==> config.mk <==
export PLATFORM = sky130hd
export DESIGN_NAME = alu_result_stage
export DESIGN_NICKNAME = d
export VERILOG_FILES = /design/src/rtl/cpu_pkg.sv /design/src/rtl/alu_flag_calc.sv /design/src/rtl/alu_result_stage.sv
export SDC_FILE = /design/constraint.sdc
export NUM_CORES = 1
export LEC_CHECK = 0
export BUFFER_PORTS_ARGS = -buffer_cell sky130_fd_sc_hd__buf_2
export CORE_AREA = 2 2 198 200
export CTS_BUF_LIST = sky130_fd_sc_hd__clkbuf_2
export CTS_CLUSTER_DIAMETER = 30
export DETAILED_ROUTE_END_ITERATION = 8
export DIE_AREA = 0 0 200 202
export PLACE_DENSITY_LB_ADDON = 0.25
export SLEW_MARGIN = 20
export SYNTH_ARGS = -nofsm -noshare
export SYNTH_HDL_FRONTEND = slang
export SYNTH_SLANG_ARGS = --single-unit
export TNS_END_PERCENT = 5
==> constraint.sdc <==
create_clock -name clk -period 2.8 [get_ports clk]
set_clock_uncertainty 0.1 [all_clocks]
set_input_delay 0.28 -clock clk [delete_from_list [all_inputs] [get_ports clk]]
set_output_delay 0.28 -clock clk [all_outputs]
set_load 0.01 [all_outputs]
==> src/rtl/cpu_pkg.sv <==
// Shared definitions for the ALU result stage: opcodes, NZCV bit positions
// and the writeback FSM state encoding.
package cpu_pkg;

    localparam int OP_W = 4;

    localparam logic [OP_W-1:0] OP_ADD = 4'd0;
    localparam logic [OP_W-1:0] OP_SUB = 4'd1;
    localparam logic [OP_W-1:0] OP_MUL = 4'd2;
    localparam logic [OP_W-1:0] OP_AND = 4'd3;
    localparam logic [OP_W-1:0] OP_OR  = 4'd4;
    localparam logic [OP_W-1:0] OP_XOR = 4'd5;
    localparam logic [OP_W-1:0] OP_NOT = 4'd6;
    localparam logic [OP_W-1:0] OP_ASL = 4'd7;
    localparam logic [OP_W-1:0] OP_ASR = 4'd8;
    localparam logic [OP_W-1:0] OP_LSL = 4'd9;
    localparam logic [OP_W-1:0] OP_LSR = 4'd10;

    localparam int FLAG_N = 3;
    localparam int FLAG_Z = 2;
    localparam int FLAG_C = 1;
    localparam int FLAG_V = 0;

    // EMPTY: nothing held; ONE: single result (or MUL high half) held;
    // LO: MUL low half held with the high half queued behind it.
    typedef enum logic [1:0] {
        EMPTY = 2'd0,
        ONE   = 2'd1,
        LO    = 2'd2
    } stageState_t;

    // Opcodes 11..15 have no ALU result behind them.
    function automatic logic isLegalOp(input logic [OP_W-1:0] op);
        return (op <= OP_LSR);
    endfunction

endpackage

==> src/rtl/alu_flag_calc.sv <==
// Combinational NZCV computation for the op being accepted. C and V are
// only defined by ADD and SUB; every other op passes the held values through.
module alu_flag_calc
    import cpu_pkg::*;
#(
    parameter int WIDTH = 32
)
(
    input  logic [OP_W-1:0]  i_op,
    input  logic [WIDTH-1:0] i_x,
    input  logic [WIDTH-1:0] i_y,
    input  logic [WIDTH-1:0] i_res,
    input  logic [WIDTH-1:0] i_multHi,
    input  logic             i_carry,
    input  logic [3:0]       i_flags,
    output logic [3:0]       o_flags
);

    // Start from the held flags and overwrite only the bits this op defines
    always_comb begin
        o_flags = i_flags;
        case (i_op)
            OP_ADD: begin
                o_flags[FLAG_N] = i_res[WIDTH-1];
                o_flags[FLAG_Z] = (i_res == '0);
                o_flags[FLAG_C] = i_carry;
                o_flags[FLAG_V] = (i_x[WIDTH-1] == i_y[WIDTH-1]) &&
                                  (i_res[WIDTH-1] != i_x[WIDTH-1]);
            end
            OP_SUB: begin
                o_flags[FLAG_N] = i_res[WIDTH-1];
                o_flags[FLAG_Z] = (i_res == '0);
                o_flags[FLAG_C] = (i_x >= i_y);
                o_flags[FLAG_V] = (i_x[WIDTH-1] != i_y[WIDTH-1]) &&
                                  (i_res[WIDTH-1] != i_x[WIDTH-1]);
            end
            OP_MUL: begin
                o_flags[FLAG_N] = i_multHi[WIDTH-1];
                o_flags[FLAG_Z] = (i_multHi == '0) && (i_res == '0);
            end
            default: begin
                if (isLegalOp(i_op)) begin
                    o_flags[FLAG_N] = i_res[WIDTH-1];
                    o_flags[FLAG_Z] = (i_res == '0);
                end
            end
        endcase
    end

endmodule

==> src/rtl/alu_result_stage.sv <==
// Registered stage behind the combinational ALU. Selects the result by
// opcode, keeps the NZCV flags and hands results to the register file over
// valid/ready, splitting MUL into a low-half then a high-half writeback.
module alu_result_stage
    import cpu_pkg::*;
#(
    parameter int WIDTH = 32,
    parameter int RA_W  = 4
)
(
    input  logic             clk,
    input  logic             rst,
    input  logic             in_valid,
    output logic             in_ready,
    input  logic [OP_W-1:0]  in_op,
    input  logic [RA_W-1:0]  in_rd,
    input  logic [RA_W-1:0]  in_rd_hi,
    input  logic [WIDTH-1:0] x,
    input  logic [WIDTH-1:0] y,
    input  logic [WIDTH-1:0] summ,
    input  logic [WIDTH-1:0] sub,
    input  logic [WIDTH-1:0] mult_h,
    input  logic [WIDTH-1:0] mult_l,
    input  logic             ocarry,
    input  logic [WIDTH-1:0] zand,
    input  logic [WIDTH-1:0] zor,
    input  logic [WIDTH-1:0] zxor,
    input  logic [WIDTH-1:0] znot,
    input  logic [WIDTH-1:0] ashiftl,
    input  logic [WIDTH-1:0] ashiftr,
    input  logic [WIDTH-1:0] lshiftl,
    input  logic [WIDTH-1:0] lshiftr,
    output logic             wb_valid,
    input  logic             wb_ready,
    output logic [RA_W-1:0]  wb_addr,
    output logic [WIDTH-1:0] wb_data,
    output logic [3:0]       flags
);

    stageState_t      r_state;
    stageState_t      w_nextState;
    stageState_t      w_acceptState;
    logic [RA_W-1:0]  r_wbAddr;
    logic [RA_W-1:0]  r_rdhiQ;
    logic [WIDTH-1:0] r_wbData;
    logic [WIDTH-1:0] r_hiQ;
    logic [3:0]       r_flags;
    logic [WIDTH-1:0] w_result;
    logic [3:0]       w_nextFlags;
    logic             w_accept;
    logic             w_legal;
    logic             w_isMul;

    assign w_accept = in_valid && in_ready;
    assign w_legal  = isLegalOp(in_op);
    assign w_isMul  = (in_op == OP_MUL);

    // Illegal ops are swallowed without a writeback; MUL queues two writebacks
    assign w_acceptState = !w_legal ? EMPTY : (w_isMul ? LO : ONE);

    assign wb_addr = r_wbAddr;
    assign wb_data = r_wbData;
    assign flags   = r_flags;

    // Pick the ALU output matching the opcode; MUL presents its low half first
    always_comb begin
        w_result = '0;
        case (in_op)
            OP_ADD:  w_result = summ;
            OP_SUB:  w_result = sub;
            OP_MUL:  w_result = mult_l;
            OP_AND:  w_result = zand;
            OP_OR:   w_result = zor;
            OP_XOR:  w_result = zxor;
            OP_NOT:  w_result = znot;
            OP_ASL:  w_result = ashiftl;
            OP_ASR:  w_result = ashiftr;
            OP_LSL:  w_result = lshiftl;
            OP_LSR:  w_result = lshiftr;
            default: w_result = '0;
        endcase
    end

    alu_flag_calc #(
        .WIDTH(WIDTH)
    ) u_flagCalc (
        .i_op     (in_op),
        .i_x      (x),
        .i_y      (y),
        .i_res    (w_result),
        .i_multHi (mult_h),
        .i_carry  (ocarry),
        .i_flags  (r_flags),
        .o_flags  (w_nextFlags)
    );

    // FSM state register; reset abandons any pending MUL high half
    always_ff @(posedge clk) begin
        if (rst) begin
            r_state <= EMPTY;
        end else begin
            r_state <= w_nextState;
        end
    end

    // Next state: accepting in ONE replaces the outgoing result in the same edge
    always_comb begin
        w_nextState = r_state;
        case (r_state)
            EMPTY: begin
                if (w_accept) begin
                    w_nextState = w_acceptState;
                end
            end
            ONE: begin
                if (w_accept) begin
                    w_nextState = w_acceptState;
                end else if (wb_ready) begin
                    w_nextState = EMPTY;
                end
            end
            LO: begin
                if (wb_ready) begin
                    w_nextState = ONE;
                end
            end
            default: w_nextState = EMPTY;
        endcase
    end

    // Handshake outputs depend only on state and wb_ready, never on in_valid
    always_comb begin
        wb_valid = (r_state != EMPTY);
        in_ready = (r_state == EMPTY) || ((r_state == ONE) && wb_ready);
    end

    // Writeback, high-half and flag registers; outputs hold while stalled
    always_ff @(posedge clk) begin
        if (rst) begin
            r_wbAddr <= '0;
            r_wbData <= '0;
            r_hiQ    <= '0;
            r_rdhiQ  <= '0;
            r_flags  <= '0;
        end else if (w_accept && w_legal) begin
            r_wbAddr <= in_rd;
            r_wbData <= w_result;
            r_flags  <= w_nextFlags;
            if (w_isMul) begin
                r_hiQ   <= mult_h;
                r_rdhiQ <= in_rd_hi;
            end
        end else if ((r_state == LO) && wb_ready) begin
            r_wbAddr <= r_rdhiQ;
            r_wbData <= r_hiQ;
        end
    end

endmodule

# Word level (Yosys, flattened, before mapping)
# Index checks and enable logic that the tools add are counted.
[totals] reg_bits=78 inputBits=465
[op_classes] muxes=15 magnitude_cmp=2 reduce_logical=21 eq_ne=18
[ops] op="case mux 32 bit (11 select lines)" count=1
[ops] op="zero test 32 bit" count=2
[ops] op="two-way mux 32 bit" count=2
[ops] op="greater-or-equal comparator 32 bit" count=1
[ops] op="equality test 4 x 3 -> 1 bit (second input constant)" count=4
[ops] op="two-way mux 2 bit" count=7
[ops] op="equality test 4 bit (second input constant)" count=3
[ops] op="equality test 4 x 2 -> 1 bit (second input constant)" count=2
[ops] op="two-way mux 4 bit" count=2
[ops] op="case mux 2 bit (2 select lines)" count=2
[ops] op="logical AND 1 bit" count=7
[ops] op="case mux 2 bit (3 select lines)" count=1
[ops] op="AND reduction 2 bit" count=3
[ops] op="nonzero test 2 bit" count=3
[ops] op="equality test 4 x 1 -> 1 bit (second input constant)" count=1
[ops] op="less-or-equal comparator 4 bit (second input constant)" count=1
[ops] op="zero test 4 bit" count=1
[ops] op="inequality test 2 bit (second input constant)" count=2
[ops] op="inequality test 3 bit (second input constant)" count=1
[ops] op="AND reduction 3 bit" count=1
[ops] op="nonzero test 3 bit" count=1
[ops] op="equality test 2 x 1 -> 1 bit (second input constant)" count=1
[ops] op="equality test 2 bit (second input constant)" count=1
[ops] op="zero test 2 bit" count=1
[ops] op="other kinds (4)" count=5

# Depth between registers and ports, before layout
# Gate-level depths: netlist of run 1.
[logic_depth] ltp_word=6 ltp_mapped=11 mapped_depth_nobuf=10

# Modules after synthesis
# Synthesis of run 1 repeated with hierarchy kept, for this count alone.
[unflattened] cells_unflattened=1000 area_unflattened_um2=7688.6
[by_module_without_submodules] module="alu_result_stage" area_each_um2=6580.1 cells_each=841 n_inst=1 seq_area_each_um2=1561.5
[by_module_without_submodules] module="alu_flag_calc" area_each_um2=1108.6 cells_each=159 n_inst=1 seq_area_each_um2=0.0

# Worst setup path after synthesis of run 1
# No wires, ideal clock.
[synth_path] path_type="in2reg" startpoint="input port in_op[1]" endpoint="register r_flags[2], in the netlist flags[2]" stages=10 path_buffers=2 t_arrival_ns=2.042 slack_ns=0.574 path_cell_list="buf_2 > buf_6 > mux2_1 > and3_1 > o21ai_1 > o21ai_1 > a221o_1 > nor4b_1 > nand4_1 > o31ai_2"
[synth_between] elab_chain_cells=5 elab_cells_between_ends=21 classes_between="1 x order compare; 10 x eq/ne; 3 x mux; 7 x reduce/logical"
[synth_lines] item="from (decl)" line_no="alu_result_stage.sv:15" text="input logic [OP_W-1:0] in_op,"
[synth_lines] item="equality test 4 bit (tied with other cells)" line_no="alu_result_stage.sv:68" text="case (in_op)"
[synth_lines] item="case mux 32 bit (11 select lines)" line_no="alu_result_stage.sv:68"
[synth_lines] item="zero test 32 bit"
[synth_lines] item="two-way mux 2 bit or logical AND 1 bit (tied branches)" line_no="alu_flag_calc.sv:42, alu_flag_calc.sv:39"
[synth_lines] item="case mux 2 bit (2 select lines)" line_no="alu_flag_calc.sv:22" text="case (i_op)"
[synth_lines] item="to (signal assigned)" line_no="alu_result_stage.sv:148" text="r_flags <= w_nextFlags;"
[synth_lines] item="to (decl)" line_no="alu_result_stage.sv:47" text="logic [3:0] r_flags;"
# Several ways; a longest one is shown, not always the timed one. The select of a mux whose other input is x is not followed.
# A chain may end at the register's enable or synchronous reset.

# Worst setup path in the final report of run 1
[layout_path] startpoint="input port in_op[3]" endpoint="register r_flags[2], in the netlist flags[2]"
# The elaborated chain is that of the path after synthesis.

==> summary.md, run 1 <==
| Metric | Value |
|---|---|
| Clock tree sinks | 78 |
| Filler instances | 4,271 |
| Vias in the first global route | 8,696 |
| R2R setup slack | 0.70 ns |
| Total grt overflow | 0 |
| Total core area | 38,300 um2 |
| R2R cell count | 7 |
| Deepest clock path buffer count | 2 |
| Crit end category | flop |
| Placed Area | 9980 um2 |
| Syn Inst Count | 793 |
| RSZ-0062 raised after global routing | no |
| Initial antenna violation count | 26 |
| Layout cell share with drive strength beyond 1 | 46.3% |
| Slowest cell delay on critical path | 0.40 ns |
| DP HPWL | 36,900 um |
| Post-synth top area share | 24.5% |
| RR Startpoint | r_state[0]$_SDFFE_PP0P_ |
| 1st-iter DRT viols | 822 |
| Fmax | 0.419 GHz |
| Max IR drop VDD | 194 uV |
| Die area | 40,400 um2 |
| Critical Path, Cell by Cell | buf_2, buf_4, nor4b_4, buf_12, a22o_1, a221oi_1, and3_1, nand2_1, nor4_1, nand4_1, o31ai_2 |
| Critical Path AT | 2.81 ns |
| Yosys reg bits | 78 |
| Synthesized area per cell | 8.04 um2 |
| PD cells | 326 nW/um2 |
| FP Rows | 72 |
| Register area share after synthesis | 24.5% |
| Critical Path RT | 3.22 ns |
| Min Hold Slack | 0.0828 ns |
| Final Slew Violations | 0 |
| Synth-to-Final Area Change | 67.3% |
| Global-route wire length before repair | 60,200 um |
| Cell variety after synth | 62 |
| Mapped Area | 6380 um2 |
| Largest net degree at the start of global routing | 50 |
| Max-slew headroom | 23.9% |
| Hold crit path type | in -> reg |
| Ys async rst share | 0% |
| Startpoint types | input pin |
| Routed wire per std cell | 22.9 um |
| Final period util | 85.2% |
| R2r endpoint | flags[0]$_SDFFE_PP0P_ |
| Slowest stage cell, crit path | nor4_1 |
| Area of the multi-input gates | 4360 um2 |
| Most frequent cells in the layout | buf_2 (506), nand2_1 (102), dfxtp_1 (78) |
| Worst-skew pair later-pin latency | 0.58 ns |
| I/O pin cnt | 507 |
| Die Ht | 202 um |
| Clock-pin slew on the worst setup and hold paths | 0.22 ns |
| Vias/cell | 4.72 |
| Worst Path Class, Setup | in -> reg |
| Commonest non-fill, non-tap cell in the layout | buf_2 |
| Yosys warning count | 0 |
| Area leader, netlist | dfxtp_1 |
| Starting Density | 16.7% |
| First-pass DRT Iterations | 6 |
| All-Layer GR Usage | 20.7% |
| Status | finished clean |
| Period minus WS final | 2.39 ns |
| Sequential cell area | 1560 um2 |
| Final Wtd Congestion | 0.941 |
| Vias | 8,959 |
| Chip Width | 200 um |
| NumNets Final | 1,857 |
| Root Driver | clkbuf_2 |
| Hold Path End | flags[2]$_SDFFE_PP0P_ |
| CTS Buf Count | 9 |
| Final Cell Area | 10,700 um2 |
| Max cap viols | 0 |
| Slew @ Worst Pin | 1.13 ns |
| Hold path start | summ[11] |
| Postcts setup bufs | 0 |
| H-tree levels | 3 |
| # setup viols final | 0 |
| DRC | 0 |
| EDFF count, synth | 0 |
| Synthesized Nets | 1,290 |
| Final hold vios | 0 |
| Aggregate routed wire length | 43,500 um |
| LEAKAGE | 5.13 nW |
| Post-DRT Antenna Nets | 0 |
| Top_reg_cell synth | dfxtp_1 |
| Crit path max fanout | 22 |
| Ranking of synthesized cells by area | dfxtp_1 (24%), ha_1 (6.3%), nand2_1 (6.0%), a22oi_1 (5.4%), a22o_1 (5.1%) |
| TritonCTS clock tree | yes |
| Port buffer count | 506 |
| Hold path cells | 6 |
-- cells in the mapped netlist (all sizes together), types with 2 or more instances --
master,instances
nand2,102
dfxtp,78
a21oi,53
nor2,48
a22oi,46
a211oi,40
buf,39
a22o,37
inv,37
a221oi,36
ha,32
clkbuf,31
and3,29
a222oi,26
mux2i,26
mux2,16
o21ai,15
nand3,11
nand4,11
nor4,10
nor3,7
nor4b,7
a21o,6
and4b,4
nor2b,4
o22ai,4
a31oi,3
nand3b,3
nor4bb,3
a32oi,2
and2,2
mux4,2
nand2b,2
o2111ai,2
o21a,2
o31ai,2
-- routing by layer --
layer	track usage (%)	vias to the layer above	part of all wire (%)
li1	-	4242	-
met1	28.3	4196	45
met4	6.03	8	2.3
met2	32.6	444	46
met3	4.47	69	7.3
met5	0	-	0.12
-- report_power, final --
| part | internal [mW] | total, mW | switching (mW) |
|---|---|---|---|
| sequential | 1.17 | 1.20 | 0.0313 |
| clock | 0.560 | 1.00 | 0.441 |
| combinational | 0.635 | 1.28 | 0.648 |
| total | 2.36 | 3.48 | 1.12 |
-- critical path: cells and delay by family --
family | cells | cell delay (ns)
compound gates | 3 | 0.72
simple gates | 5 | 1.12
buf+inv | 3 | 0.66
-- repair_timing --
| item | in CTS | in global routing |
|---|---|---|
| gates resized for setup | 0 | 0 |
| hold buffers | 44 | 0 |
| hold endpoints to repair | 46 | 0 |
-- cells by family after synthesis --
kind of cell | after synthesis | share of synthesized area, %
AND/OR/NAND/NOR | 250 | 19.8
multiplexers | 44 | 7.61
buffers and inverters | 108 | 8.71
AO/OA/AOI/OAI | 279 | 32.8
adder cells (fa/ha/maj) | 32 | 6.28
XOR/XNOR | 2 | 0.275
flip-flops | 78 | 24.5
-- per-stage QoR --
stage | TNS [ns] | total power [mW] | cells | utilization, % | setup slack (ns)
after floorplan | 0 | 1.71 | 793 | - | 0.574
after global placement | -0.254 | 2.46 | 1822 | 26.0 | -0.187
after detailed placement | -0.156 | 2.46 | 1823 | 26.1 | -0.156
after CTS | 0 | 3.52 | 1883 | 27.8 | 0.509
after global routing | 0 | 3.69 | 1894 | 27.8 | 0.281
final | 0 | 3.48 | 1899 | 27.9 | 0.415
-- state kept, by name, indices dropped and copies added, names as in the netlist --
| signal | flops |
|---|---|
| r_hiQ | 32 |
| wb_data | 32 |
| flags | 4 |
| r_rdhiQ | 4 |
| wb_addr | 4 |
| r_state | 2 |
-- worst max path at each step --
| stage | start | endpoint | cells after the start |
|---|---|---|---|
| 2_1_floorplan | in_op[1] | flags[2]$_SDFFE_PP0P_ | 10 |
| 3_3_place_gp | in_op[2] | flags[2]$_SDFFE_PP0P_ | 12 |
| 3_5_place_dp | in_op[2] | flags[2]$_SDFFE_PP0P_ | 12 |
| 4_1_cts | in_op[2] | flags[2]$_SDFFE_PP0P_ | 12 |
| 5_1_grt | in_op[3] | flags[2]$_SDFFE_PP0P_ | 12 |
| 6_report | in_op[3] | flags[2]$_SDFFE_PP0P_ | 11 |
-- final cells by class --
| class | instances | area share (%) |
|---|---|---|
| tap | 518 | 6.07 |
| multi-input combinational | 607 | 40.8 |
| clock buffer | 9 | 0.422 |
| sequential | 78 | 14.6 |
| clock inverter | 7 | 1.50 |
| timing repair buffer | 627 | 34.8 |
| inverter | 37 | 1.30 |
| antenna | 16 | 0.375 |
Power figures use the tool's default switching activity.
==> inputs of run 2 (changes only) <==
--- a/config.mk
+++ b/config.mk
@@ -5,12 +5,13 @@
 export SDC_FILE = /design/constraint.sdc
 export NUM_CORES = 1
 export LEC_CHECK = 0
+export ABC_AREA = 1
 export BUFFER_PORTS_ARGS = -buffer_cell sky130_fd_sc_hd__buf_2
-export CORE_AREA = 2 2 198 200
+export CORE_AREA = 2 2 196 198
 export CTS_BUF_LIST = sky130_fd_sc_hd__clkbuf_2
 export CTS_CLUSTER_DIAMETER = 30
 export DETAILED_ROUTE_END_ITERATION = 8
-export DIE_AREA = 0 0 200 202
+export DIE_AREA = 0 0 198 200
 export PLACE_DENSITY_LB_ADDON = 0.25
 export SLEW_MARGIN = 20
 export SYNTH_ARGS = -nofsm -noshare
==> summary.md, run 2 <==
| Metric | Value |
|---|---|
| Worst setup endpoint | r_state[1]$_SDFFE_PP0P_ |
| Aggregate routed wire length | 45,600 um |
| Post-synth top area share | 25.0% |
| TritonCTS clock tree | yes |
| Clock-pin slew on the worst setup and hold paths | 0.26 ns |
| Syn Inst Count | 1,289 |
| Initial antenna violation count | 14 |
| R2R setup slack | 0.59 ns |
| RR Startpoint | r_state[1]$_SDFFE_PP0P_ |
| Synthesized area per cell | 5.39 um2 |
| PD cells | 278 nW/um2 |
| Seq pwr share | 39.5% |
| Post-Synth Adder-Cell Area | 5.77% |
| Vias | 10,500 |
| Synth-to-Final Area Change | 57.3% |
| Vias in the first global route | 10,500 |
| Post-Synth XOR/XNOR Area | 0.126% |
| Final Wtd Congestion | 0.918 |
| Worst Path Class, Setup | in -> reg |
| DRC | 0 |
| Ys async rst share | 0% |
| Slowest cell delay on critical path | 0.69 ns |
| Die area | 39,600 um2 |
| Max-slew headroom | 34.2% |
| CP Buf/Inv Count | 6 |
| Most frequent cells after synthesis | nand2_1 (462), nor2_1 (215), o21ai_0 (117) |
| First-pass DRT Iterations | 5 |
| Slowest stage cell, crit path | nor2_2 |
| Clock tree sinks | 78 |
| I/O pin cnt | 507 |
| Startpoint types | input pin |
| Period minus WS final | 2.51 ns |
| R2r endpoint | wb_addr[3]$_SDFFE_PP0P_ |
| Global-route wire length before repair | 64,500 um |
| Mapped Area | 6940 um2 |
| Ranking of synthesized cells by area | nand2_1 (25%), dfxtp_1 (22%), nor2_1 (12%), o21ai_0 (8.4%), nand3_1 (7.1%) |
| RSZ-0062 raised after global routing | no |
| CP Launch Point | in_op[1] |
| WP depth | 10 |
| Switching Power | 1.14 mW |
| All-Layer GR Usage | 22.2% |
| Layout cell share with drive strength beyond 1 | 31.7% |
| Routed wire per std cell | 19.3 um |
| 1st-iter DRT viols | 433 |
| Area leader, netlist | nand2_1 |
| Post-Synth Simple-Gate Area | 47.5% |
| Critical Path AT | 2.90 ns |
| Die Ht | 200 um |
| Final period util | 89.8% |
| Crit path max fanout | 35 |
| Yosys reg bits | 78 |
| CTS Buf Count | 9 |
| R2R cell count | 9 |
| Total grt overflow | 0 |
| Fmax | 0.398 GHz |
| Critical Path, Cell by Cell | buf_2, inv_1, nor2_2, nand2_1, nor2_2, buf_4, clkinv_1, buf_4, a21oi_1, dlygate4sd3_1 |
| Final hold vios | 0 |
| Yosys warning count | 0 |
| Fin util | 29.2% |
| Register area share after synthesis | 22.5% |
| Max IR drop VDD | 188 uV |
| Worst-skew pair later-pin latency | 0.52 ns |
| Largest family of logic cells by synthesized area | simple AND/OR/NAND/NOR gates |
| FP Rows | 71 |
| Clock power frac | 20.2% |
| Total core area | 37,400 um2 |
| Chip Width | 198 um |
| LEAKAGE | 6.07 nW |
| Slew @ Worst Pin | 0.984 ns |
| Net Sw Frac | 37.4% |
| Commonest non-fill, non-tap cell in the layout | buf_2 |
| Critical Path RT | 3.19 ns |
| # setup viols final | 0 |
| Most frequent cell after synthesis | nand2_1 |
| Deepest clock path buffer count | 2 |
| Synth Area in Compound Gates | 14.9% |
| Post-DRT Antenna Nets | 0 |
| Max cap viols | 0 |
| Crit end category | flop |
| Starting Density | 18.6% |
| Top_reg_cell synth | dfxtp_1 |
| Mux contribution to synthesized area | 0% |
| NumNets Final | 2,331 |
| Postcts setup bufs | 0 |
| Final Slew Violations | 0 |
| H-tree levels | 3 |
| Int Power | 1.90 mW |
| Synthesized Nets | 1,786 |
| Filler instances | 4,360 |
| Setup tns final | 0 ns |
| Logic pwr share | 40.3% |
| Largest net degree at the start of global routing | 61 |
| Port buffer count | 506 |
| DP HPWL | 38,000 um |
| Cell variety after synth | 32 |
| Root Driver | clkbuf_2 |
| Status | finished clean |
| EDFF count, synth | 0 |
| Most frequent cells in the layout | buf_2 (506), nand2_1 (462), nor2_1 (205) |
| Hold crit path type | in -> reg |
| Cell family with most CP delay | buffers and inverters |
| Vias/cell | 4.47 |
[run 2: how the worst min path moves through the flow]
stage	startpoint	end	slack (ns)	cells past startpoint
2_1_floorplan	rst	wb_data[2]$_SDFFE_PP0P_	0.26	1
3_3_place_gp	flags[1]$_SDFFE_PP0P_	flags[1]$_SDFFE_PP0P_	0.36	2
3_5_place_dp	flags[1]$_SDFFE_PP0P_	flags[1]$_SDFFE_PP0P_	0.36	2
4_1_cts	ashiftl[25]	wb_data[25]$_SDFFE_PP0P_	0.02	5
5_1_grt	znot[3]	wb_data[3]$_SDFFE_PP0P_	0.09	5
6_report	ashiftl[25]	wb_data[25]$_SDFFE_PP0P_	0.08	5
[run 2: metrics by stage]
stage	power (mW)	hold slack (ns)	cell area [um2]	cells	setup slack (ns)
finish	3.04	0.0847	10900	2361	0.287
global route	3.26	0.0879	10900	2361	0.0449
CTS	3.09	0.0152	10900	2350	0.328
detailed placement	2.41	0.361	10300	2286	0.126
global placement	2.41	0.360	10300	2286	0.129
floorplan	1.69	0.258	6940	1289	1.09
[run 2: logic make-up after synthesis]
family,count (synthesis)
simple gates,818
compound gates,199
buf+inv,161
flops,78
fa+ha+maj,32
xor+xnor,1
[run 2: layer usage]
layer | track usage [%] | up-vias | wire length (um)
met1 | 25.4 | 4784 | 18300
met5 | 0 | - | 13
met2 | 42.3 | 458 | 23500
li1 | - | 5255 | -
met3 | 3.68 | 49 | 2790
met4 | 6.66 | 2 | 1020
[run 2: worst reg2reg max path, stage by stage (launching register included)]
cell           delay, ns
dfxtp_1             0.38
inv_1               0.09
nand3_1             0.21
nor2_4              0.28
buf_4               0.19
nor2_2              0.04
buf_4               0.16
nand2_1             0.06
a31oi_1             0.07
dlygate4sd3_1       0.57
[run 2: cell type report]
type | instances | area (um2) | area share, %
multi-input combinational | 1050 | 4790 | 43.9
tap | 511 | 639 | 5.86
antenna | 11 | 27.5 | 0.252
sequential | 78 | 1560 | 14.3
timing repair buffer | 600 | 3430 | 31.4
clock inverter | 7 | 65.1 | 0.596
inverter | 95 | 357 | 3.27
clock buffer | 9 | 45.0 | 0.413
[run 2: what timing repair did]
item                      CTS  global route
hold endpoints to repair   49             0
hold buffers               48             0
gates resized for setup     0             0
[run 2: power by group through the flow]
stage / logic, mW / registers (mW) / clock network (mW)
after floorplan: 0.453 / 1.23 / 0
after global placement: 1.19 / 1.22 / 0
after detailed placement: 1.19 / 1.22 / 0
after CTS: 1.25 / 1.20 / 0.648
after global routing: 1.36 / 1.21 / 0.688
final: 1.22 / 1.20 / 0.614
